===== config.mk =====
export PLATFORM = sky130hd
export DESIGN_NAME = sc_level_progress_counter
export DESIGN_NICKNAME = d
export VERILOG_FILES = /design/src/rtl/sc_level_progress_counter_pkg.sv /design/src/rtl/sc_level_progress_counter_pause_timer.sv /design/src/rtl/sc_level_progress_counter.sv
export SDC_FILE = /design/constraint.sdc
export NUM_CORES = 1
export LEC_CHECK = 0
export ABC_AREA = 1
export CAP_MARGIN = 20
export CORE_AREA = 10 10 79 81
export DETAILED_ROUTE_END_ITERATION = 6
export DIE_AREA = 0 0 89 91
export PLACE_DENSITY_LB_ADDON = 0.12
export REMOVE_ABC_BUFFERS = 1
export SLEW_MARGIN = 30
export SYNTH_ARGS = -nofsm -noshare
export SYNTH_HDL_FRONTEND = slang
export SYNTH_SLANG_ARGS = --single-unit
export TNS_END_PERCENT = 20

===== constraint.sdc =====
create_clock -name SC_LEVEL_PROGRESS_CLOCK_50 -period 3.75 [get_ports SC_LEVEL_PROGRESS_CLOCK_50]
set_clock_uncertainty 0.15 [all_clocks]
set_input_delay 0.5625 -clock SC_LEVEL_PROGRESS_CLOCK_50 [delete_from_list [all_inputs] [get_ports SC_LEVEL_PROGRESS_CLOCK_50]]
set_output_delay 0.5625 -clock SC_LEVEL_PROGRESS_CLOCK_50 [all_outputs]
set_load 0.1 [all_outputs]

===== src/rtl/sc_level_progress_counter_pkg.sv =====
// Shared constants and state encoding for the level/progress counter
// and the level state machine that decodes its outputs.
package sc_level_progress_counter_pkg;

  localparam int PROGRESS_TARGET = 20;
  localparam int MAX_LEVEL       = 3;
  localparam int LEVEL_NONE      = 0;

  typedef enum logic [1:0] {
    ST_IDLE  = 2'd0,
    ST_PLAY  = 2'd1,
    ST_PAUSE = 2'd2,
    ST_DONE  = 2'd3
  } state_e;

endpackage


===== src/rtl/sc_level_progress_counter_pause_timer.sv =====
// Loadable down-counter; o_tc flags a count of zero. The count parks at
// zero rather than wrapping, so o_tc stays set until the next load.
module sc_pause_timer #(
  parameter int PAUSE_WIDTH = 25
) (
  input  logic                   i_clk,
  input  logic                   i_rst_n,
  input  logic                   i_load,
  input  logic [PAUSE_WIDTH-1:0] i_load_val,
  input  logic                   i_dec,
  output logic                   o_tc
);

  logic [PAUSE_WIDTH-1:0] r_count;

  always_ff @(posedge i_clk or negedge i_rst_n) begin
    if (!i_rst_n) begin
      r_count <= '0;
    end else if (i_load) begin
      r_count <= i_load_val;
    end else if (i_dec && (r_count != '0)) begin
      r_count <= r_count - 1'b1;
    end
  end

  assign o_tc = (r_count == '0);

endmodule


===== src/rtl/sc_level_progress_counter.sv =====
// Level number and per-level row progress for the level state machine,
// with a fixed inter-level pause that freezes frog input.
//
// state    | meaning
// ST_IDLE  | no game running, waiting for StartGame
// ST_PLAY  | level in progress, frog pulses update progress
// ST_PAUSE | inter-level pause, inputs ignored until timer expires
// ST_DONE  | all levels complete, only reset exits
module sc_level_progress_counter
  import sc_level_progress_counter_pkg::*;
#(
  parameter int PROGRESS_WIDTH  = 5,
  parameter int PROGRESS_TARGET = sc_level_progress_counter_pkg::PROGRESS_TARGET,
  parameter int LEVEL_WIDTH     = 3,
  parameter int MAX_LEVEL       = sc_level_progress_counter_pkg::MAX_LEVEL,
  parameter int PAUSE_CYCLES    = 25000000,
  parameter int PAUSE_WIDTH     = 25
) (
  input  logic                      SC_LEVEL_PROGRESS_CLOCK_50,
  input  logic                      SC_LEVEL_PROGRESS_RESET_InLow,
  input  logic                      SC_LEVEL_PROGRESS_StartGame_In,
  input  logic                      SC_LEVEL_PROGRESS_FrogUp_In,
  input  logic                      SC_LEVEL_PROGRESS_FrogDown_In,
  input  logic                      SC_LEVEL_PROGRESS_FrogDied_In,
  input  logic                      SC_LEVEL_PROGRESS_StartCount_In,
  input  logic                      SC_LEVEL_PROGRESS_LevelFinished_In,
  input  logic                      SC_LEVEL_PROGRESS_FinishedGame_In,
  output logic [LEVEL_WIDTH-1:0]    SC_LEVEL_PROGRESS_CurrentLevel_Out,
  output logic [PROGRESS_WIDTH-1:0] SC_LEVEL_PROGRESS_LvlProgressCount_Out,
  output logic                      SC_LEVEL_PROGRESS_LevelUp_Out,
  output logic                      SC_LEVEL_PROGRESS_Pause_Out
);

  localparam logic [PROGRESS_WIDTH-1:0] LP_TARGET   = PROGRESS_WIDTH'(PROGRESS_TARGET);
  localparam logic [LEVEL_WIDTH-1:0]    LP_LVL_END  = LEVEL_WIDTH'(MAX_LEVEL + 1);
  localparam logic [LEVEL_WIDTH-1:0]    LP_LVL_NONE = LEVEL_WIDTH'(LEVEL_NONE);
  localparam logic [PAUSE_WIDTH-1:0]    LP_PAUSE_LD = PAUSE_WIDTH'(PAUSE_CYCLES - 1);

  state_e                    r_state;
  logic [LEVEL_WIDTH-1:0]    r_level;
  logic [PROGRESS_WIDTH-1:0] r_progress;
  logic                      r_level_up;
  logic                      r_pause;

  logic [PROGRESS_WIDTH-1:0] w_progress_nxt;
  logic [LEVEL_WIDTH-1:0]    w_level_inc;
  logic                      w_last_level;
  logic                      w_tmr_load;
  logic                      w_tmr_dec;
  logic                      w_tmr_tc;

  assign w_level_inc  = r_level + 1'b1;
  assign w_last_level = (w_level_inc == LP_LVL_END);
  assign w_tmr_load   = (r_state == ST_PLAY) && SC_LEVEL_PROGRESS_LevelFinished_In && !w_last_level;
  assign w_tmr_dec    = (r_state == ST_PAUSE);

  sc_pause_timer #(
    .PAUSE_WIDTH(PAUSE_WIDTH)
  ) u_pause_timer (
    .i_clk      (SC_LEVEL_PROGRESS_CLOCK_50),
    .i_rst_n    (SC_LEVEL_PROGRESS_RESET_InLow),
    .i_load     (w_tmr_load),
    .i_load_val (LP_PAUSE_LD),
    .i_dec      (w_tmr_dec),
    .o_tc       (w_tmr_tc)
  );

  // Priority: clear requests beat simultaneous up/down, which cancel out.
  always_comb begin
    w_progress_nxt = r_progress;
    if (SC_LEVEL_PROGRESS_StartCount_In || SC_LEVEL_PROGRESS_FrogDied_In) begin
      w_progress_nxt = '0;
    end else if (SC_LEVEL_PROGRESS_FrogUp_In && SC_LEVEL_PROGRESS_FrogDown_In) begin
      w_progress_nxt = r_progress;
    end else if (SC_LEVEL_PROGRESS_FrogUp_In) begin
      w_progress_nxt = (r_progress >= LP_TARGET) ? LP_TARGET : r_progress + 1'b1;
    end else if (SC_LEVEL_PROGRESS_FrogDown_In) begin
      w_progress_nxt = (r_progress == '0) ? '0 : r_progress - 1'b1;
    end
  end

  always_ff @(posedge SC_LEVEL_PROGRESS_CLOCK_50 or negedge SC_LEVEL_PROGRESS_RESET_InLow) begin
    if (!SC_LEVEL_PROGRESS_RESET_InLow) begin
      r_state    <= ST_IDLE;
      r_level    <= LP_LVL_NONE;
      r_progress <= '0;
      r_level_up <= 1'b0;
      r_pause    <= 1'b1;
    end else begin
      r_level_up <= 1'b0;
      case (r_state)
        ST_IDLE: begin
          r_level    <= LP_LVL_NONE;
          r_progress <= '0;
          r_pause    <= 1'b1;
          if (SC_LEVEL_PROGRESS_StartGame_In) begin
            r_state <= ST_PLAY;
            r_level <= LEVEL_WIDTH'(1);
            r_pause <= 1'b0;
          end
        end
        ST_PLAY: begin
          r_progress <= w_progress_nxt;
          if (SC_LEVEL_PROGRESS_LevelFinished_In) begin
            r_level    <= w_level_inc;
            r_level_up <= 1'b1;
            r_pause    <= 1'b1;
            r_state    <= w_last_level ? ST_DONE : ST_PAUSE;
          end
        end
        ST_PAUSE: begin
          r_progress <= '0;
          r_pause    <= 1'b1;
          if (w_tmr_tc) begin
            r_state <= ST_PLAY;
            r_pause <= 1'b0;
          end
        end
        ST_DONE: begin
          r_level    <= LP_LVL_END;
          r_progress <= '0;
          r_pause    <= 1'b1;
        end
        default: begin
          r_state    <= ST_IDLE;
          r_level    <= LP_LVL_NONE;
          r_progress <= '0;
          r_pause    <= 1'b1;
        end
      endcase
    end
  end

  // Endgame indication from the state machine is only legal once DONE.
  a_finished_game_only_in_done: assert property (
    @(posedge SC_LEVEL_PROGRESS_CLOCK_50) disable iff (!SC_LEVEL_PROGRESS_RESET_InLow)
    (r_state != ST_DONE) |-> SC_LEVEL_PROGRESS_FinishedGame_In
  );

  assign SC_LEVEL_PROGRESS_CurrentLevel_Out     = r_level;
  assign SC_LEVEL_PROGRESS_LvlProgressCount_Out = r_progress;
  assign SC_LEVEL_PROGRESS_LevelUp_Out          = r_level_up;
  assign SC_LEVEL_PROGRESS_Pause_Out            = r_pause;

endmodule


==> metrics <==
CP max-delay cell=clkdlybuf4s50_1; Clk Tree Root Cell=clkbuf_8; Via density=5.29; number of cells upsized or downsized after cts=0; Rel. slew slack=0.350; Routed WL per cell=13.1 um; Clock Path Buffers=2; share of cells above drive strength 1=0.0705; Yosys reg bits=37; synth unique cells=31; IO buf count=17; Leak=1.43 nW; cts bufs inserted=5; worst path required time=3040 ps; # Max-Cap Violations=0; mean post-synth cell area=6.88 um2; largest net degree at the start of global routing=38; final hold violations=0; total core area=0.00466 mm2; Die Ht=91 um; residual DRC count=0; Critical Path Sink Type=output pin; HP Class=in2async; VDD IR max=0.190 mV; Max Clock Freq=373 MHz; post-CTS setup buffers=0; Worst Setup Start Kind=flip-flop; final instance area=0.00277 mm2; pwr/cell area=257 mW/mm2; Vias=2313; cell count after synthesis=363; Initial DRT Pass Iterations=4; slowest stage delay, CP=1130 ps; vias in the first global route=2275; # rows=25; register area share after synthesis=0.371; Non-Filler Instances=437; DP Area=0.00268 mm2; Sink Count=37; Critical path buffers and inverters=1; Clock Pin Slew Worst Setup and Hold Paths=90 ps; Worst-Margin Slew=972 ps; gr usage total=0.151; WL final=5720 um; Die Width=89 um; first-pass GRT wire length=10000 um; CP top delay family=buffers and inverters; Total Die Area=0.00810 mm2; Post-layout nets=398; Post-DRT Antenna Nets=0; crit path DAT=1970 ps; max-slew violations=0; initial antenna violation count=0; ant diodes=0; Final setup viols=0; Layout area overhead=10.9%; fin worst setup slack=1070 ps; Worst Setup Path Type=reg2out; setup_tns=0 ps; io pins=19; Hold-fix buffers, CTS=0; total congestion overflow=0; RePlAce Congestion=0.895; Clock Latency Late Sink=300 ps; CP Max Fanout=2; warning count from the yosys run=0; RSZ-0062 raised after global routing=false; cells along the critical path=clkdlybuf4s50_1; cell area after synthesis=0.00250 mm2; Iteration-0 DRC Markers=156; dpl cells=429; Initial Util=0.536; H-tree lvl count=2; pre-CTS WS=1090 ps; Tcrit/Tclk final=0.715; status=completed; min Tclk post-route=2680 ps; DP HPWL=4120 um; CTS tree=yes; Final Power=0.713 mW
[per-layer routing]
layer,vias to the layer above,share of wire,GRT usage
li1,1197,-,-
met1,1062,0.46,0.175
met2,47,0.48,0.253
met3,7,0.045,0.0411
met4,0,0.016,0.0610
met5,-,0,0
[sequential cells by signal, indices dropped and copies added, names as in the netlist]
signal	cells
SC_LEVEL_PROGRESS_LevelUp_Out	1
SC_LEVEL_PROGRESS_Pause_Out	1
SC_LEVEL_PROGRESS_LvlProgressCount_Out	5
SC_LEVEL_PROGRESS_CurrentLevel_Out	3
u_pause_timer.r_count	25
r_state	2
[cell usage in the layout (no fill, tap or decap), types with 3 or more instances in the layout]
master           instances
nand2_1                118
nor2_1                  48
nand3_1                 41
inv_1                   38
dfrtp_1                 36
clkdlybuf4s50_1         16
nand4_1                 15
o21ai_0                 12
ha_1                     7
xor2_1                   6
o21ai_1                  6
nor2_2                   5
clkbuf_8                 5
or2_2                    3
[report_power, final]
part           internal, mW  switching (mW)
registers             0.399        0.000569
logic               0.00917          0.0179
clock network         0.128           0.158
total                 0.537           0.176
[worst paths after layout]
check / from / endpoint / slack, ps / cells past startpoint
hold / removal: SC_LEVEL_PROGRESS_RESET_InLow / u_pause_timer.r_count[4] / 220 / 1
min in group SC_LEVEL_PROGRESS_CLOCK_50: SC_LEVEL_PROGRESS_Pause_Out / SC_LEVEL_PROGRESS_Pause_Out / 360 / 2
setup / recovery: SC_LEVEL_PROGRESS_Pause_Out / SC_LEVEL_PROGRESS_Pause_Out / 1070 / 1
max in group asynchronous: SC_LEVEL_PROGRESS_RESET_InLow / SC_LEVEL_PROGRESS_LvlProgressCount_Out[1] / 2690 / 1
setup reg to reg: SC_LEVEL_PROGRESS_CurrentLevel_Out[0] / u_pause_timer.r_count[9] / 1480 / 8
hold reg to reg: SC_LEVEL_PROGRESS_Pause_Out / SC_LEVEL_PROGRESS_Pause_Out / 360 / 2
[cell usage after synthesis]
| library cell | count | area share |
|---|---|---|
| a21o_1 | 2 | 0.0060 |
| a21oi_1 | 2 | 0.0040 |
| a22o_1 | 1 | 0.0035 |
| a31oi_1 | 1 | 0.0025 |
| buf_2 | 1 | 0.0020 |
| buf_6 | 2 | 0.0090 |
| buf_8 | 1 | 0.0060 |
| clkbuf_1 | 1 | 0.0015 |
| clkinv_4 | 1 | 0.0035 |
| dfrtp_1 | 36 | 0.36 |
| dfstp_2 | 1 | 0.011 |
| ha_1 | 7 | 0.035 |
| inv_1 | 38 | 0.057 |
| mux2_2 | 1 | 0.0045 |
| nand2_1 | 118 | 0.18 |
| nand2_2 | 2 | 0.0050 |
| nand2_4 | 2 | 0.0090 |
| nand3_1 | 41 | 0.082 |
| nand3_2 | 1 | 0.0040 |
| nand4_1 | 15 | 0.038 |
| nor2_1 | 48 | 0.072 |
| nor2_2 | 5 | 0.013 |
| nor2_4 | 2 | 0.0090 |
| o211ai_1 | 2 | 0.0060 |
| o21ai_0 | 12 | 0.024 |
| o21ai_1 | 6 | 0.012 |
| o22ai_1 | 2 | 0.0050 |
| or2_0 | 1 | 0.0025 |
| or2_2 | 3 | 0.0075 |
| xnor2_1 | 2 | 0.0070 |
| xor2_1 | 6 | 0.021 |
[cells by family after synthesis]
logic type,count (synthesis),synth area share
AND/OR/NAND/NOR,238,0.419
AO/OA/AOI/OAI,28,0.0631
flip-flops,37,0.371
buffers and inverters,44,0.0792
adder cells (fa/ha/maj),7,0.0351
XOR/XNOR,8,0.0281
multiplexers,1,0.00451
[metrics by stage]
step                hold WS (ps)   util
finish                       218  0.594
global route                 279  0.594
CTS                          251  0.594
detailed placement           344  0.576
global placement             346  0.576
floorplan                    117      -
[layout make-up]
cell class                 count  area, um2
fill                         462       1890
multi-input combinational    282       1370
sequential                    37        927
timing repair buffer          17        165
inverter                      39        151
clock buffer                   5       68.8
tap                           54       67.6
clock inverter                 3       17.5
No activity file was read; power rests on OpenSTA's default activity.
